## src/rtl/spi_pkg.sv

```systemverilog
// Shared definitions for the SPI receive endpoint: FSM encoding, default
// sizing and the idle levels the input synchronisers reset to.
package spi_pkg;

  localparam int DATA_W_DEF      = 16;
  localparam int SYNC_STAGES_DEF = 2;
  localparam int CNT_W           = 5;

  localparam logic CS_IDLE   = 1'b1;
  localparam logic SCLK_IDLE = 1'b0;
  localparam logic DATA_IDLE = 1'b0;

  typedef enum logic [0:0] {
    ST_IDLE  = 1'b0,
    ST_SHIFT = 1'b1
  } state_t;

endpackage

```

## src/rtl/spi_sync_edge.sv

```systemverilog
// Multi-flop synchroniser for one asynchronous pin plus an edge-detect flop.
// Edges are masked until the pipeline holds only real pin samples.
module spi_sync_edge #(
  parameter int   STAGES = 2,
  parameter logic IDLE   = 1'b0
) (
  input  logic clk,
  input  logic reset_n,
  input  logic din,
  output logic level,
  output logic rise,
  output logic fall
);

  logic [STAGES-1:0] sync_r;
  logic              prev_r;
  logic [STAGES:0]   warm_r;

  // Synchroniser chain, edge-detect flop and warm-up tracker.
  always_ff @(posedge clk or negedge reset_n) begin
    if (!reset_n) begin
      sync_r <= {STAGES{IDLE}};
      prev_r <= IDLE;
      warm_r <= {(STAGES + 1){1'b0}};
    end else begin
      sync_r <= {sync_r[STAGES-2:0], din};
      prev_r <= sync_r[STAGES-1];
      warm_r <= {warm_r[STAGES-1:0], 1'b1};
    end
  end

  // The reset value of the chain is not a real sample, so an edge against
  // it (e.g. leaving reset with the pin already active) must not count.
  assign level = sync_r[STAGES-1];
  assign rise  = warm_r[STAGES] & level & ~prev_r;
  assign fall  = warm_r[STAGES] & ~level & prev_r;

endmodule

```

## src/rtl/spi_slave_rx.sv

```systemverilog
// SPI peripheral-side receiver: assembles DATA_W-bit words, valid/ready output.
// Build option SPI_RX_LSB_FIRST_EN selects LSB-first shifting (default MSB-first).
module spi_slave_rx
  import spi_pkg::*;
#(
  parameter int DATA_W      = DATA_W_DEF,
  parameter int SYNC_STAGES = SYNC_STAGES_DEF
) (
  input  logic              clk,
  input  logic              reset_n,
  input  logic              spi_cs_l,
  input  logic              spi_sclk,
  input  logic              spi_data,
  output logic [DATA_W-1:0] rx_data,
  output logic              rx_valid,
  input  logic              rx_ready,
  output logic              rx_overrun,
  output logic              frame_err,
  output logic [4:0]        bit_count
);

  localparam logic [CNT_W-1:0] LAST_BIT = CNT_W'(DATA_W - 1);

  logic cs_level_s, cs_rise_s, cs_fall_s;
  logic sclk_level_s, sclk_rise_s, sclk_fall_s;
  logic data_level_s, data_rise_s, data_fall_s;
  logic unused_s;

  state_t            state_r;
  logic [DATA_W-1:0] shreg_r;
  logic [CNT_W-1:0]  bit_count_r;
  logic [DATA_W-1:0] rx_data_r;
  logic              rx_valid_r;
  logic              rx_overrun_r;
  logic              frame_err_r;

  logic [DATA_W-1:0] shreg_next_s;
  logic              sample_s;
  logic              word_done_s;
  logic              accept_s;

  spi_sync_edge #(.STAGES(SYNC_STAGES), .IDLE(CS_IDLE)) u_sync_cs (
    .clk(clk), .reset_n(reset_n), .din(spi_cs_l),
    .level(cs_level_s), .rise(cs_rise_s), .fall(cs_fall_s)
  );

  spi_sync_edge #(.STAGES(SYNC_STAGES), .IDLE(SCLK_IDLE)) u_sync_sclk (
    .clk(clk), .reset_n(reset_n), .din(spi_sclk),
    .level(sclk_level_s), .rise(sclk_rise_s), .fall(sclk_fall_s)
  );

  spi_sync_edge #(.STAGES(SYNC_STAGES), .IDLE(DATA_IDLE)) u_sync_data (
    .clk(clk), .reset_n(reset_n), .din(spi_data),
    .level(data_level_s), .rise(data_rise_s), .fall(data_fall_s)
  );

  assign unused_s = ^{sclk_level_s, sclk_fall_s, data_rise_s, data_fall_s};

  // Next shift-register value and word-completion / handshake qualifiers.
  always_comb begin
`ifdef SPI_RX_LSB_FIRST_EN
    shreg_next_s = {data_level_s, shreg_r[DATA_W-1:1]};
`else
    shreg_next_s = {shreg_r[DATA_W-2:0], data_level_s};
`endif
    // A cs rise in the same clock blocks the sample (cs_level is then 1).
    sample_s    = (state_r == ST_SHIFT) && sclk_rise_s && !cs_level_s;
    word_done_s = sample_s && (bit_count_r == LAST_BIT);
    accept_s    = rx_valid_r && rx_ready;
  end

  // Frame FSM, shifter, bit counter and the registered output handshake.
  always_ff @(posedge clk or negedge reset_n) begin
    if (!reset_n) begin
      state_r      <= ST_IDLE;
      shreg_r      <= {DATA_W{1'b0}};
      bit_count_r  <= {CNT_W{1'b0}};
      rx_data_r    <= {DATA_W{1'b0}};
      rx_valid_r   <= 1'b0;
      rx_overrun_r <= 1'b0;
      frame_err_r  <= 1'b0;
    end else begin
      rx_overrun_r <= 1'b0;
      frame_err_r  <= 1'b0;

      if (word_done_s) begin
        rx_data_r  <= shreg_next_s;
        rx_valid_r <= 1'b1;
        if (rx_valid_r && !rx_ready) begin
          rx_overrun_r <= 1'b1;
        end
      end else if (accept_s) begin
        rx_valid_r <= 1'b0;
      end

      case (state_r)
        ST_IDLE: begin
          if (cs_fall_s) begin
            state_r     <= ST_SHIFT;
            bit_count_r <= {CNT_W{1'b0}};
            shreg_r     <= {DATA_W{1'b0}};
          end
        end
        ST_SHIFT: begin
          if (cs_rise_s) begin
            state_r     <= ST_IDLE;
            bit_count_r <= {CNT_W{1'b0}};
            if (bit_count_r != {CNT_W{1'b0}}) begin
              frame_err_r <= 1'b1;
            end
          end else if (sample_s) begin
            shreg_r <= shreg_next_s;
            if (bit_count_r == LAST_BIT) begin
              bit_count_r <= {CNT_W{1'b0}};
            end else begin
              bit_count_r <= bit_count_r + 5'd1;
            end
          end
        end
        default: begin
          state_r     <= ST_IDLE;
          bit_count_r <= {CNT_W{1'b0}};
        end
      endcase
    end
  end

  assign rx_data    = rx_data_r;
  assign rx_valid   = rx_valid_r;
  assign rx_overrun = rx_overrun_r;
  assign frame_err  = frame_err_r;
  assign bit_count  = bit_count_r;

endmodule

```

## config.mk

```make
export PLATFORM = sky130hd
export DESIGN_NAME = spi_slave_rx
export DESIGN_NICKNAME = d
export VERILOG_FILES = /design/src/rtl/spi_pkg.sv /design/src/rtl/spi_sync_edge.sv /design/src/rtl/spi_slave_rx.sv
export SDC_FILE = /design/constraint.sdc
export NUM_CORES = 1
export LEC_CHECK = 0
export ABC_AREA = 1
export BUFFER_PORTS_ARGS = -buffer_cell sky130_fd_sc_hd__buf_4
export CAP_MARGIN = 10
export CORE_MARGIN = 4
export CORE_UTILIZATION = 50
export DETAILED_ROUTE_END_ITERATION = 6
export PLACE_DENSITY = 0.73
export SYNTH_ARGS = -nofsm -noshare
export SYNTH_HDL_FRONTEND = slang
export SYNTH_SLANG_ARGS = --single-unit
```

## constraint.sdc

```tcl
create_clock -name clk -period 1.2 [get_ports clk]
set_input_delay 0.06 -clock clk [delete_from_list [all_inputs] [get_ports clk]]
set_output_delay 0.06 -clock clk [all_outputs]
set_load 0.03 [all_outputs]
```

# ---- Yosys cells after proc, flatten, opt, wreduce, memory -nomap -nowiden
# Cells that the tools add are included.
dict set report totals {
  latch_bits 0
  out_inout_bits 24
  rom_bits 0
  reg_bits 54
  memories 0
  wordCells 60
  ram_bits 0
}
dict set report classes {
  bitwise_logic 10
  div_mod_pow 0
  multipliers 0
  add_sub_neg 1
  reduce_logical 11
  n_shift 0
  order_cmp 0
  muxes 19
  n_eq_ne 5
}
# cell n
set ops {}
lappend ops {{15-bit 2-to-1 mux} 3}
lappend ops {{15-bit case mux with 2 select lines} 1}
lappend ops {{5-bit 2-to-1 mux} 4}
lappend ops {{5-bit case mux with 2 select lines} 1}
lappend ops {{1-bit 2-to-1 mux} 9}
lappend ops {{1-bit bitwise AND} 6}
lappend ops {{5-bit by 1-bit adder with 5-bit output (second input constant)} 1}
lappend ops {{5-bit by 4-bit == test with 1-bit output (second input constant)} 1}
lappend ops {{1-bit logical AND} 5}
lappend ops {{5-bit nonzero test} 1}
lappend ops {{2-bit inequality test (second input constant)} 2}
lappend ops {{1-bit inverter} 4}
lappend ops {{3-bit by 2-bit inequality test with 1-bit output (second input constant)} 1}
lappend ops {{3-bit AND reduction} 1}
lappend ops {{1-bit zero test} 2}
lappend ops {{2-bit by 1-bit inequality test with 1-bit output (second input constant)} 1}
lappend ops {{1-bit case mux with 2 select lines} 1}
lappend ops {{2-bit AND reduction} 1}
lappend ops {{2-bit nonzero test} 1}

# ---- Depth between registers and ports, before layout
# Gate-level depths: netlist (run 1).
dict set report depth {
  ltp_word 7
  depth_mapped 8
  depth_no_buf 7
}

# ---- Hierarchy
# Synthesis (run 1) repeated with hierarchy kept, for this count alone.
dict set report unflattened {
  cells_unflattened 209
  area_unflattened_um2 2248.4
}
# module cells_each n_inst area_each_um2
set by_module_without_submodules {}
lappend by_module_without_submodules {spi_slave_rx 176 1 1737.9}
lappend by_module_without_submodules {{spi_sync_edge at u_sync_data ...} 11 2 168.9}
lappend by_module_without_submodules {{spi_sync_edge at u_sync_cs} 11 1 172.7}

# ---- Worst setup path before layout (run 1)
# Ideal clock, no wire load.
dict set report synth_path {
  path_kind {register to register}
  startpoint {register bit_count_r[0], in the netlist bit_count[0]}
  endpoint {register rx_data_r[14], in the netlist rx_data[14]}
  t_arrival_ns 1.388
  stages_incl_launch_ff 8
  setup_time_ns 0.119
  path_slack_ns -0.306
  n_path_buf 1
  required_ns 1.081
  cell_sequence {dfrtp_1 -> ha_1 -> nand4_1 -> inv_2 -> nand2_4 -> buf_6 -> nand2_1 -> o21ai_2}
}
dict set report synth_between {
  elab_chain_len 2
}
# element line_no
set synth_rtl {}
lappend synth_rtl {{start: declaration} spi_slave_rx.sv:31} ;# logic [CNT_W-1:0] bit_count_r;
lappend synth_rtl {{start signal: assignment} spi_slave_rx.sv:77} ;# bit_count_r <= {CNT_W{1'b0}};
lappend synth_rtl {{start signal: assignment} spi_slave_rx.sv:100} ;# bit_count_r <= {CNT_W{1'b0}};
lappend synth_rtl {{start signal: assignment} spi_slave_rx.sv:107} ;# bit_count_r <= {CNT_W{1'b0}};
lappend synth_rtl {{5-bit by 4-bit == test with 1-bit output} spi_slave_rx.sv:68} ;# word_done_s = sample_s && (bit_count_r == LAST_BIT);
lappend synth_rtl {{1-bit logical AND} spi_slave_rx.sv:68}
lappend synth_rtl {{end signal: assignment} spi_slave_rx.sv:78} ;# rx_data_r <= {DATA_W{1'b0}};
lappend synth_rtl {{end signal: assignment} spi_slave_rx.sv:87} ;# rx_data_r <= shreg_next_s;
lappend synth_rtl {{end: declaration} spi_slave_rx.sv:32} ;# logic [DATA_W-1:0] rx_data_r;
# Every way passes these cells.
# A chain may end at the register's enable or synchronous reset.

# ---- Final worst setup path (run 1)
dict set report layout_path {
  startpoint {register bit_count_r[0], in the netlist bit_count[0]}
  endpoint {register rx_data_r[4], in the netlist rx_data[4]}
}
# Same word-level chain as after synthesis.

==> qor.csv, run 1 <==
stage,metric,value,unit
floorplan,Die Wd,71.24,µm
route,drt first pass iters,5,
final_layout,Final nets,247,
setup_path,R2R depth,7,
sta,Fin. Hold Viols,0,
final_layout,area grow syn2layout,44.49,%
route,via count,1502,
global_routing,first-pass GRT wire length,6285,µm
sta,Final Setup Violations,38,
outcome,status,finished with violations,
sta,RSZ-0062 raised after global routing,true,
route,initial drt markers,93,
global_routing,antenna violations before repair,0,
setup_path,crit end category,register,
route,ANT nets after route,0,
cts,root buf cell,clkbuf_8,
sta,relative slew slack,58.66,%
cts,CTS tree,built,
cts,clk slew on worst S/H paths,0.09,ns
placed_design,GPL Wtd Cong,0.7491,
sta,hold slack,0.3112,ns
floorplan,Starting Density,53.02,%
final_layout,antenna cells,0,
floorplan,Die ar.,5074,µm²
synth,Mapped Nets,192,
route,DR vias/cell,5.215,
job,max-cap violations,0,
sta,fmax,766.7,MHz
hold_path,HP Class,in2async,
placed_design,port buffer count,29,
placed_design,post-placement cell count,266,
setup_path,Worst Path Required,1.40,ns
global_routing,Total GRT Usage,15.47,%
floorplan,core area,3771,µm²
setup_path,"Max FO, Critical Path",8,
global_routing,via count of the first global-routing pass,1434,
route,DR WL/cell,15.06,µm
setup_path,"Arr. time, crit path",1.50,ns
final_layout,final std cells w/o fill,288,
sta,Final WS setup,-0.1042,ns
final_layout,Final Core Density,76.61,%
cts,Max Root-Sink Buffers,2,
floorplan,I/O pin cnt,30,
synth,"Seq/Total Area, Yosys",64.02,%
floorplan,die span in y,71.24,µm
placed_design,Post-DP HPWL,2409,µm
setup_path,CP startpoint kind,register,
cts,total CTS buffers,5,
outcome,failing checks,negative setup slack,
synth,Cells after Synth,184,
synth,Synth Register Bits,51,
cts,htree depth,2,
route,Residual DRC,0,
setup_path,WS Path Type,reg2reg,
sta,Worst Skew,0.005131,ns
pwr,Pleak,0.001361,µW
synth,post-synth cell types,24,
global_routing,grt ovf,0,
synth,syn avg cell area,10.87,µm²
synth,Synth Cell Area,1999,µm²
sta,Max Slew Vio Count,0,
final_layout,layout cells sized above 1,52.92,%
cts,Worst-Skew Late Latency,0.30,ns
sta,crit share post-route,108.7,%
floorplan,Core Rows,22,
sta,Slew @ Worst Pin,0.6201,ns
global_routing,largest net degree at the start of global routing,52,
route,drt total wl,4337,µm
pwr,Max IR drop VDD,0.001109,V
cts,clock sinks,51,
synth,synth warn,0,
sta,min Tclk post-route,1.304,ns
pwr,pwr dens,1328,nW/µm²
[registers in the layout (all words and copies together) (netlist names), 2 cells and up]
name and count:
u_sync_cs.sync_r 2, u_sync_sclk.warm_r 2, shreg_r 15, u_sync_data.sync_r 2, rx_data 16, u_sync_sclk.sync_r 2, bit_count 5
[per-stage QoR]
stage / setup WS [ns] / setup TNS [ns] / instance area (µm²) / power [µW]
finish: -0.1042 / -2.432 / 2889 / 3837
global route: -0.1990 / -4.856 / 2889 / 4022
CTS: -0.04369 / -0.4635 / 2564 / 3711
detailed placement: -0.1034 / -1.436 / 2357 / 2426
global placement: -0.03377 / -0.5586 / 2357 / 2403
floorplan: -0.1002 / -1.505 / 2027 / 2200
[placed cells by master, fill, tap and decap left out, types with 2 or more instances in the layout]
cell type and n:
buf_12 2, buf_4 40, buf_6 3, clkbuf_16 3, clkbuf_8 6, dfrtp_1 45, dfrtp_2 3, dfstp_2 3
dlygate4sd3_1 5, ha_4 2, inv_1 22, inv_2 3, nand2_1 22, nand2_2 12, nand2_4 7, nand2_8 3
nand3_1 3, nand4_1 3, nor2_1 4, nor2_2 3, nor2_4 3, o21ai_1 2, o21ai_2 17, o22ai_1 3
o22ai_2 12
[critical path: stages (launching register included)]
cell     delay, ns
dfrtp_2       0.40
ha_4          0.14
nand4_1       0.13
inv_2         0.14
nand2_8       0.09
buf_12        0.15
nand2_1       0.09
o21ai_2       0.06
[what timing repair did]
item                                   CTS  global route
gates cloned                             0             4
pin swaps                                1            15
setup endpoints to repair               37            39
buffers inserted                         2             3
endpoints found under the hold margin   53             0
resized for setup                        8            48
hold buffers                             5             0
[kinds of logic (layout without fill, tap and decap cells)]
| logic type | after synthesis | after routing | synth area share (%) |
|---|---|---|---|
| and+or+nand+nor | 61 | 62 | 13.52 |
| DFF | 51 | 51 | 64.02 |
| buffers and inverters | 32 | 87 | 7.447 |
| AOI/OAI and AO/OA | 36 | 36 | 13.14 |
| xor gates and xnor gates | 1 | 1 | 0.4381 |
| adders and majority gates | 2 | 2 | 1.251 |
| other | 1 | 1 | 0.1876 |
[synthesized netlist by cell type]
cell	number	area [µm²]
dfrtp_1	48	1201
nand2_1	40	150.1
inv_1	24	90.09
o21ai_2	16	140.1
o22ai_1	15	93.84
nor2_1	8	30.03
buf_6	3	33.78
dfstp_2	3	78.83
nand3_1	3	15.01
nand4_1	3	18.77
o21ai_0	3	15.01
buf_2	2	10.01
ha_1	2	25.02
inv_2	2	7.510
nand2_4	2	22.52
nor2_2	2	12.51
a21oi_2	1	8.760
buf_4	1	7.510
conb_1	1	3.750
nand2_2	1	6.260
nor3_1	1	5.000
nor3_2	1	10.01
o21ai_1	1	5.000
xor2_1	1	8.760
[path summary, 6_finish.rpt]
| path | startpoint | endpoint | slack (ns) |
|---|---|---|---|
| max | bit_count[0] | rx_data[4] | -0.10 |
| min | reset_n | u_sync_cs.warm_r[2] | 0.31 |
| max reg2reg | bit_count[0] | rx_data[4] | -0.10 |
| min reg2reg | u_sync_sclk.warm_r[0] | u_sync_sclk.warm_r[1] | 0.36 |
| max in group asynchronous | reset_n | bit_count[1] | 0.44 |
| min in group clk | u_sync_sclk.warm_r[0] | u_sync_sclk.warm_r[1] | 0.36 |
[final cells by class]
class,count,area (µm²)
flip-flops and latches,51,1284
fillers,226,882.1
multi-input cells,102,824.5
repair buffers,53,499.2
inverters,26,100.1
clock buffers,6,82.58
well taps,48,60.06
clock inverters,2,38.79
[report_power, final]
part           switching [µW]  internal, µW
combinational             424           307
sequential               58.9          1800
clock                     563           686
total                    1050          2790
[metal layers]
metal | vias to the layer above | global-route usage [%] | share of wire (%)
met1 | 739 | 19.42 | 41
met4 | 0 | 4.593 | 2.2
met2 | 50 | 26.12 | 51
met5 | - | 0 | 0
li1 | 702 | - | -
met3 | 11 | 4.348 | 4.9
Note: power is estimated with default switching activity, not from simulation.
==> run 2: changes to the inputs <==
RECOVER_POWER = 100   (was not set)
==> run 2 against run 1 <==
The flow still finishes with violations (negative setup slack). Hold slack improved by 0.035 ns. Non-clock buffer count unchanged. Clock-buffer cell count unchanged. Sequential power about the same. Register-to-register slack about the same. Power about the same. Sequential share of layout area unchanged. Critical path depth unchanged. Largest power group unchanged.
==> qor.csv, run 2 (synthesis results as in run 1) <==
stage,metric,value,unit,change
floorplan,I/O pin cnt,30,,unchanged
sta,Final Setup Violations,38,,unchanged
cts,Worst-Skew Late Latency,0.30,ns,about the same
cts,CTS tree,built,,
sta,min Tclk post-route,1.302,ns,-0.001899 ns
global_routing,via count of the first global-routing pass,1434,,unchanged
job,max-cap violations,0,,unchanged
cts,clock sinks,51,,unchanged
pwr,Max IR drop VDD,0.001110,V,about the same
setup_path,crit end category,register,,
setup_path,cell breakdown of the critical path,ha_4 > nand4_1 > inv_2 > nand2_8 > buf_12 > nand2_1 > o21ai_2,,
route,Residual DRC,0,,unchanged
sta,Final WS setup,-0.1023,ns,+0.001899 ns
placed_design,Post-DP HPWL,2409,µm,unchanged
final_layout,Final nets,247,,unchanged
final_layout,antenna cells,0,,unchanged
global_routing,M1 GR Usage,19.42,%,unchanged
global_routing,antenna violations before repair,0,,unchanged
final_layout,FILL cells,226,,unchanged
setup_path,Buf/Inv on CP,2,,unchanged
pwr,total chip power,3836,µW,about the same
route,via count,1489,,-0.87%
floorplan,core area,3771,µm²,unchanged
sta,fmax,767.9,MHz,+0.15%
cts,root buf cell,clkbuf_8,,
placed_design,port buffer count,29,,unchanged
route,drt first pass iters,4,,-1
floorplan,die span in y,71.24,µm,unchanged
final_layout,most frequent cells in the layout,"dfrtp_1 (45), buf_4 (36), inv_1 (22), nand2_1 (22), o21ai_2 (17)",,
final_layout,final instance area,2889,µm²,unchanged
outcome,failing checks,negative setup slack,,
setup_path,crit-path max cell delay,0.40,ns,about the same
hold_path,HP Class,in2async,,
route,initial drt markers,100,,+7.5%
route,DR WL/cell,15.04,µm,-0.14%
setup_path,"Arr. time, crit path",1.50,ns,about the same
route,drt total wl,4331,µm,-0.14%
cts,Max Root-Sink Buffers,2,,unchanged
final_layout,area grow syn2layout,44.49,%,unchanged
setup_path,WS Path Type,reg2reg,,
placed_design,placed cell area,2357,µm²,unchanged
sta,Max Slew Vio Count,0,,unchanged
placed_design,GPL Wtd Cong,0.7491,,unchanged
sta,Worst Skew,0.005095,ns,-0.00003622 ns
pwr,pwr dens,1328,nW/µm²,about the same
cts,total CTS buffers,5,,unchanged
route,ANT nets after route,0,,unchanged
global_routing,met3 Usage GRT,4.348,%,unchanged
global_routing,GRT busiest layer,met2,,
sta,RSZ-0062 raised after global routing,true,,
final_layout,max FFs per register,16,,unchanged
global_routing,first-pass GRT wire length,6285,µm,unchanged
route,DR vias/cell,5.170,,-0.87%
cts,htree depth,2,,unchanged
final_layout,layout cells sized above 1,52.92,%,unchanged
global_routing,grt ovf,0,,unchanged
sta,Slew @ Worst Pin,0.6766,ns,+0.05641 ns
cts,clk slew on worst S/H paths,0.09,ns,about the same
outcome,status,finished with violations,,
floorplan,Die ar.,5074,µm²,unchanged
floorplan,Die Wd,71.24,µm,unchanged
global_routing,met2 Usage GRT,26.12,%,unchanged
floorplan,Starting Density,53.02,%,unchanged
setup_path,"Max FO, Critical Path",8,,unchanged
setup_path,CP startpoint kind,register,,
global_routing,largest net degree at the start of global routing,52,,unchanged
setup_path,Crit-path slowest cell,dfrtp_2,,
sta,relative slew slack,54.90,%,-3.8 points
setup_path,critical path's top delay family,flip-flops,,
global_routing,Total GRT Usage,15.47,%,unchanged
sta,crit share post-route,108.5,%,-0.16 points
setup_path,Worst Path Required,1.40,ns,about the same
pwr,Pleak,0.001360,µW,about the same
floorplan,Core Rows,22,,unchanged
sta,Fin. Hold Viols,0,,unchanged
final_layout,"commonest non-fill, non-tap cell in the layout",dfrtp_1,,
## run 2: cell count changes in the layout (fill, tap and decap cells not counted), sizes merged
| cell | previous run | this run |
|---|---|---|
| buf | 45 | 41 |
| clkbuf | 9 | 13 |
## run 2: report_power, final
part           internal, µW  leakage [µW]  total, µW  switching, µW
Clock                   686     0.0000618       1250            563
Sequential             1800      0.000676       1860           59.2
Combinational           306      0.000622        729            423
## run 2: metrics by stage
stage | utilization [%] | setup slack, ns | instances | hold slack (ns) | TNS, ns
after floorplan | - | -0.1002 | 184 | -0.2356 | -1.505
after global placement | 62.51 | -0.03377 | 266 | 0.1031 | -0.5586
after detailed placement | 62.51 | -0.1034 | 266 | 0.1220 | -1.436
after CTS | 67.98 | -0.04369 | 281 | 0.3276 | -0.4635
after global routing | 76.61 | -0.1990 | 288 | 0.3692 | -4.856
final | 76.61 | -0.1023 | 288 | 0.3461 | -2.357
## run 2: routing by layer
layer  vias to the layer above  wire length (µm)
li1                        702                 -
met1                       730              1793
met3                        11               216
met4                         0                94
met2                        46              2227
met5                         -                 0
## run 2: worst paths after layout
kind | cells after the start | start | slack [ns] | endpoint
worst max register to register | 7 | bit_count[0] | -0.10 | rx_data[4]
worst max-delay path | 7 | bit_count[0] | -0.10 | rx_data[4]
min in group clk | 0 | u_sync_sclk.warm_r[0] | 0.36 | u_sync_sclk.warm_r[1]
worst min register to register | 0 | u_sync_sclk.warm_r[0] | 0.36 | u_sync_sclk.warm_r[1]
worst min-delay path | 2 | reset_n | 0.35 | u_sync_cs.warm_r[2]
max in group asynchronous | 2 | reset_n | 0.36 | bit_count[1]
## run 2: what timing repair did
action	in CTS	in global routing
buffers inserted	2	3
pin swaps	1	15
gates cloned	0	4
setup endpoints to repair	37	39
hold buffers	5	0
endpoints found under the hold margin	53	0
gates resized for setup	8	48
## run 2: cell type report
type	instances	area [µm²]	share of cell area [%]
Clock buffer	6	82.58	2.858
Clock inverter	2	38.79	1.343
Sequential cell	51	1284	44.43
Tap cell	48	60.06	2.079
Timing Repair Buffer	53	499.2	17.28
Inverter	26	100.1	3.465
Multi-Input combinational cell	102	824.5	28.54
==> run 3: changes to the inputs <==
ABC_AREA = not set   (was 1)
CORE_UTILIZATION = 49   (was 50)
PLACE_DENSITY = 0.72   (was 0.73)
==> run 3 against run 2 <==
The run still ends with negative setup slack left. Final cell count down 16%. Combinational power up 27%. Maximum frequency shrank 16%. Hold slack got worse by 0.061 ns. Flip-flop and latch count did not move. Via count is 12% lower. Sequential share of layout area is 1.8 points higher. Critical path depth shrank 3. Largest cell class unchanged. Highest routed layer unchanged.
==> qor.csv, run 3 <==
stage,metric,value,unit,change
outcome,status,finished with violations,,
outcome,failing checks,negative setup slack,,
setup_path,"Max FO, Critical Path",9,,+1
sta,hold slack,0.2852,ns,-0.06097 ns
sta,Max Slew Vio Count,0,,unchanged
synth,"FFs w/ async S/R, synth",100.0,%,unchanged
final_layout,Multi-input gate area,775.7,µm²,-5.9%
route,routed wl met2,2189,µm,-1.7%
floorplan,Core Rows,22,,unchanged
final_layout,most frequent cells in the layout,"dfrtp_1 (46), buf_4 (41), a22o_1 (16)",,
floorplan,die span in y,70.79,µm,-0.62%
synth,Post-synth EDFFs,0,,unchanged
synth,Synth Area in Adders,1.295,%,+0.044 points
pwr,total chip power,4042,µW,+5.4%
pwr,Pleak,0.001395,µW,+2.6%
synth,"top cells by count, synth","dfrtp_1 (48), a22o_1 (16), mux2_2 (9), mux2_4 (8), inv_1 (6)",,
synth,cell taking the most area after synthesis,dfrtp_1,,
placed_design,placed cell area,2367,µm²,+0.42%
sta,Fin. Hold Viols,0,,unchanged
hold_path,HP Class,in2async,,
route,DR vias/cell,5.384,,+4.1%
final_layout,FILL cells,249,,+10%
route,DR WL/cell,17.37,µm,+15%
setup_path,Worst Path Required,1.39,ns,about the same
final_layout,Final nets,201,,-19%
global_routing,antenna violations before repair,0,,unchanged
route,routed wl met3,233,µm,+7.9%
synth,Synth Cell Area,1932,µm²,-3.4%
synth,"Seq/Total Area, Yosys",66.26,%,+2.2 points
setup_path,crit-path max cell delay,0.41,ns,about the same
final_layout,Final Core Density,74.10,%,-2.5 points
synth,Synth Area in Compound Gates,12.18,%,-0.97 points
job,max-cap violations,0,,unchanged
pwr,pwr dens,1457,nW/µm²,+9.8%
final_layout,antenna cells,0,,unchanged
synth,Post-Synth XOR/XNOR Area,0,%,-0.44 points
placed_design,Post-DP HPWL,2346,µm,-2.6%
synth,synth warn,0,,unchanged
floorplan,Die ar.,5011,µm²,-1.2%
setup_path,cell breakdown of the critical path,and3b_1 > nor3b_4 > nand2_4 > mux2_4,,
cts,root buf cell,clkbuf_8,,
cts,total CTS buffers,5,,unchanged
route,initial drt markers,62,,-38%
route,top sig layer,met4,,
sta,fmax,647.3,MHz,-16%
final_layout,"commonest non-fill, non-tap cell in the layout",dfrtp_1,,
synth,Mapped Nets,136,,-29%
synth,largest family of logic cells by synthesized area,compound AO/OA/AOI/OAI gates,,
final_layout,layout cells sized above 1,55.67,%,+2.8 points
sta,RSZ-0062 raised after global routing,true,,
global_routing,largest net degree at the start of global routing,30,,-42%
synth,Cells after Synth,128,,-30%
floorplan,Starting Density,51.60,%,-1.4 points
synth,post-synth cell types,33,,+38%
floorplan,I/O pin cnt,30,,unchanged
cts,clk slew on worst S/H paths,0.10,ns,about the same
final_layout,final instance area,2774,µm²,-4.0%
pwr,Max IR drop VDD,0.001013,V,-8.8%
synth,post-synthesis mux area share,11.46,%,+11 points
synth,post-synth top area share,62.18,%,+2.1 points
global_routing,Total GRT Usage,16.33,%,+0.86 points
route,Residual DRC,0,,unchanged
placed_design,GPL Wtd Cong,0.7732,,+3.2%
route,Met1 Routed Length,1708,µm,-4.7%
final_layout,Reg area,1282,µm²,about the same
setup_path,"Arr. time, crit path",1.74,ns,+0.24 ns
placed_design,port buffer count,29,,unchanged
global_routing,via count of the first global-routing pass,1306,,-8.9%
cts,htree depth,2,,unchanged
sta,Final WS setup,-0.3450,ns,-0.2426 ns
floorplan,core area,3744,µm²,-0.73%
global_routing,grt ovf,0,,unchanged
floorplan,Die Wd,70.79,µm,-0.62%
cts,Worst-Skew Late Latency,0.31,ns,about the same
sta,min Tclk post-route,1.545,ns,+0.2426 ns
sta,crit share post-route,128.7,%,+20 points
route,ANT nets after route,0,,unchanged
synth,Synth Register Bits,51,,unchanged
route,via count,1303,,-12%
synth,post-synthesis simple-gate area fraction,6.282,%,-7.2 points
sta,Slew @ Worst Pin,0.5494,ns,-0.1272 ns
final_layout,area grow syn2layout,43.59,%,
synth,most frequent cell after synthesis,dfrtp_1,,
cts,clock sinks,51,,unchanged
cts,CTS tree,built,,
synth,syn avg cell area,15.09,µm²,+39%
setup_path,crit end category,register,,
final_layout,max FFs per register,16,,unchanged
cts,Max Root-Sink Buffers,2,,unchanged
placed_design,post-placement cell count,219,,-18%
synth,Synth Flop Type,dfrtp_1,,
sta,Final Setup Violations,38,,unchanged
global_routing,first-pass GRT wire length,6306,µm,+0.33%
setup_path,CP startpoint kind,register,,
route,drt total wl,4203,µm,-3.0%
setup_path,WS Path Type,reg2reg,,
sta,Worst Skew,0.01049,ns,+0.005391 ns
route,drt first pass iters,4,,unchanged
synth,dominant cells by area after synthesis,"dfrtp_1 (62%), a22o_1 (7.3%), mux2_4 (6.2%)",,
setup_path,Crit-path slowest cell,dfrtp_1,,
final_layout,final std cells w/o fill,242,,-16%
sta,relative slew slack,63.37,%,+8.5 points
==> run 3: cell types whose count changed in the layout (fill, tap and decap cells not counted), moves of 6 or more <==
cell / before / now
a22o_1: 0 / 16
mux2_2: 0 / 8
nand2_4: 7 / 1
o21ai_2: 17 / 1
nand2_2: 12 / 1
inv_1: 22 / 4
mux2_4: 0 / 9
nand2_1: 22 / 1
o22ai_2: 12 / 0
buf_6: 3 / 10
==> run 3: cell type report <==
class	count	share of cell area (%)
Sequential cell	51	46.23
Multi-Input combinational cell	68	27.97
Timing Repair Buffer	61	18.67
Clock buffer	5	2.481
Tap cell	48	2.165
Clock inverter	3	1.579
Inverter	6	0.9021
==> run 3: per-layer routing <==
metal | GRT usage (%) | vias to the layer above
met5 | 0 | -
met4 | 5.010 | 0
met3 | 4.688 | 8
met2 | 26.78 | 40
met1 | 21.09 | 659
li1 | - | 596
==> run 3: worst max-delay path, delay by kind of cell (launching register included) <==
kind	cells	cell delay, ns
mux	1	0.33
flops	1	0.41
simple gates	3	0.69
==> run 3: kinds of logic after synthesis <==
kind of cell	count (synthesis)
AO/OA/AOI/OAI	29
adder cells (fa/ha/maj)	2
buffers and inverters	10
flip-flops	51
multiplexers	17
other	1
AND/OR/NAND/NOR	18
==> run 3: report_power, final <==
group / switching, µW / internal, µW
Combinational: 467 / 455
Clock: 568 / 621
Sequential: 105 / 1830
==> run 3: path summary, 6_finish.rpt <==
check                      slack [ns]                  start  cells after the start                     to
setup / recovery                -0.34                state_r                      4             rx_data[8]
hold / removal                   0.29                reset_n                      2            rx_data[14]
setup reg to reg                -0.34                state_r                      4             rx_data[8]
hold reg to reg                  0.36  u_sync_sclk.sync_r[0]                      0  u_sync_sclk.sync_r[1]
max in group asynchronous        0.23                reset_n                      3    u_sync_cs.sync_r[0]
min in group clk                 0.36  u_sync_sclk.sync_r[0]                      0  u_sync_sclk.sync_r[1]
==> run 3: what timing repair did <==
action	4_1_cts	5_1_grt
pin swaps	5	3
hold buffers	5	0
endpoints found under the setup margin	39	39
setup buffers	5	4
hold endpoints to repair	55	0
gates cloned	1	0
gates resized for setup	12	23
==> run 3: stage by stage <==
| stage | worst slack (ns) | setup TNS (ns) |
|---|---|---|
| floorplan | -0.4127 | -9.897 |
| global placement | -0.2682 | -8.360 |
| detailed placement | -0.3100 | -9.737 |
| CTS | -0.2827 | -9.451 |
| global route | -0.4051 | -14.03 |
| finish | -0.3450 | -11.84 |
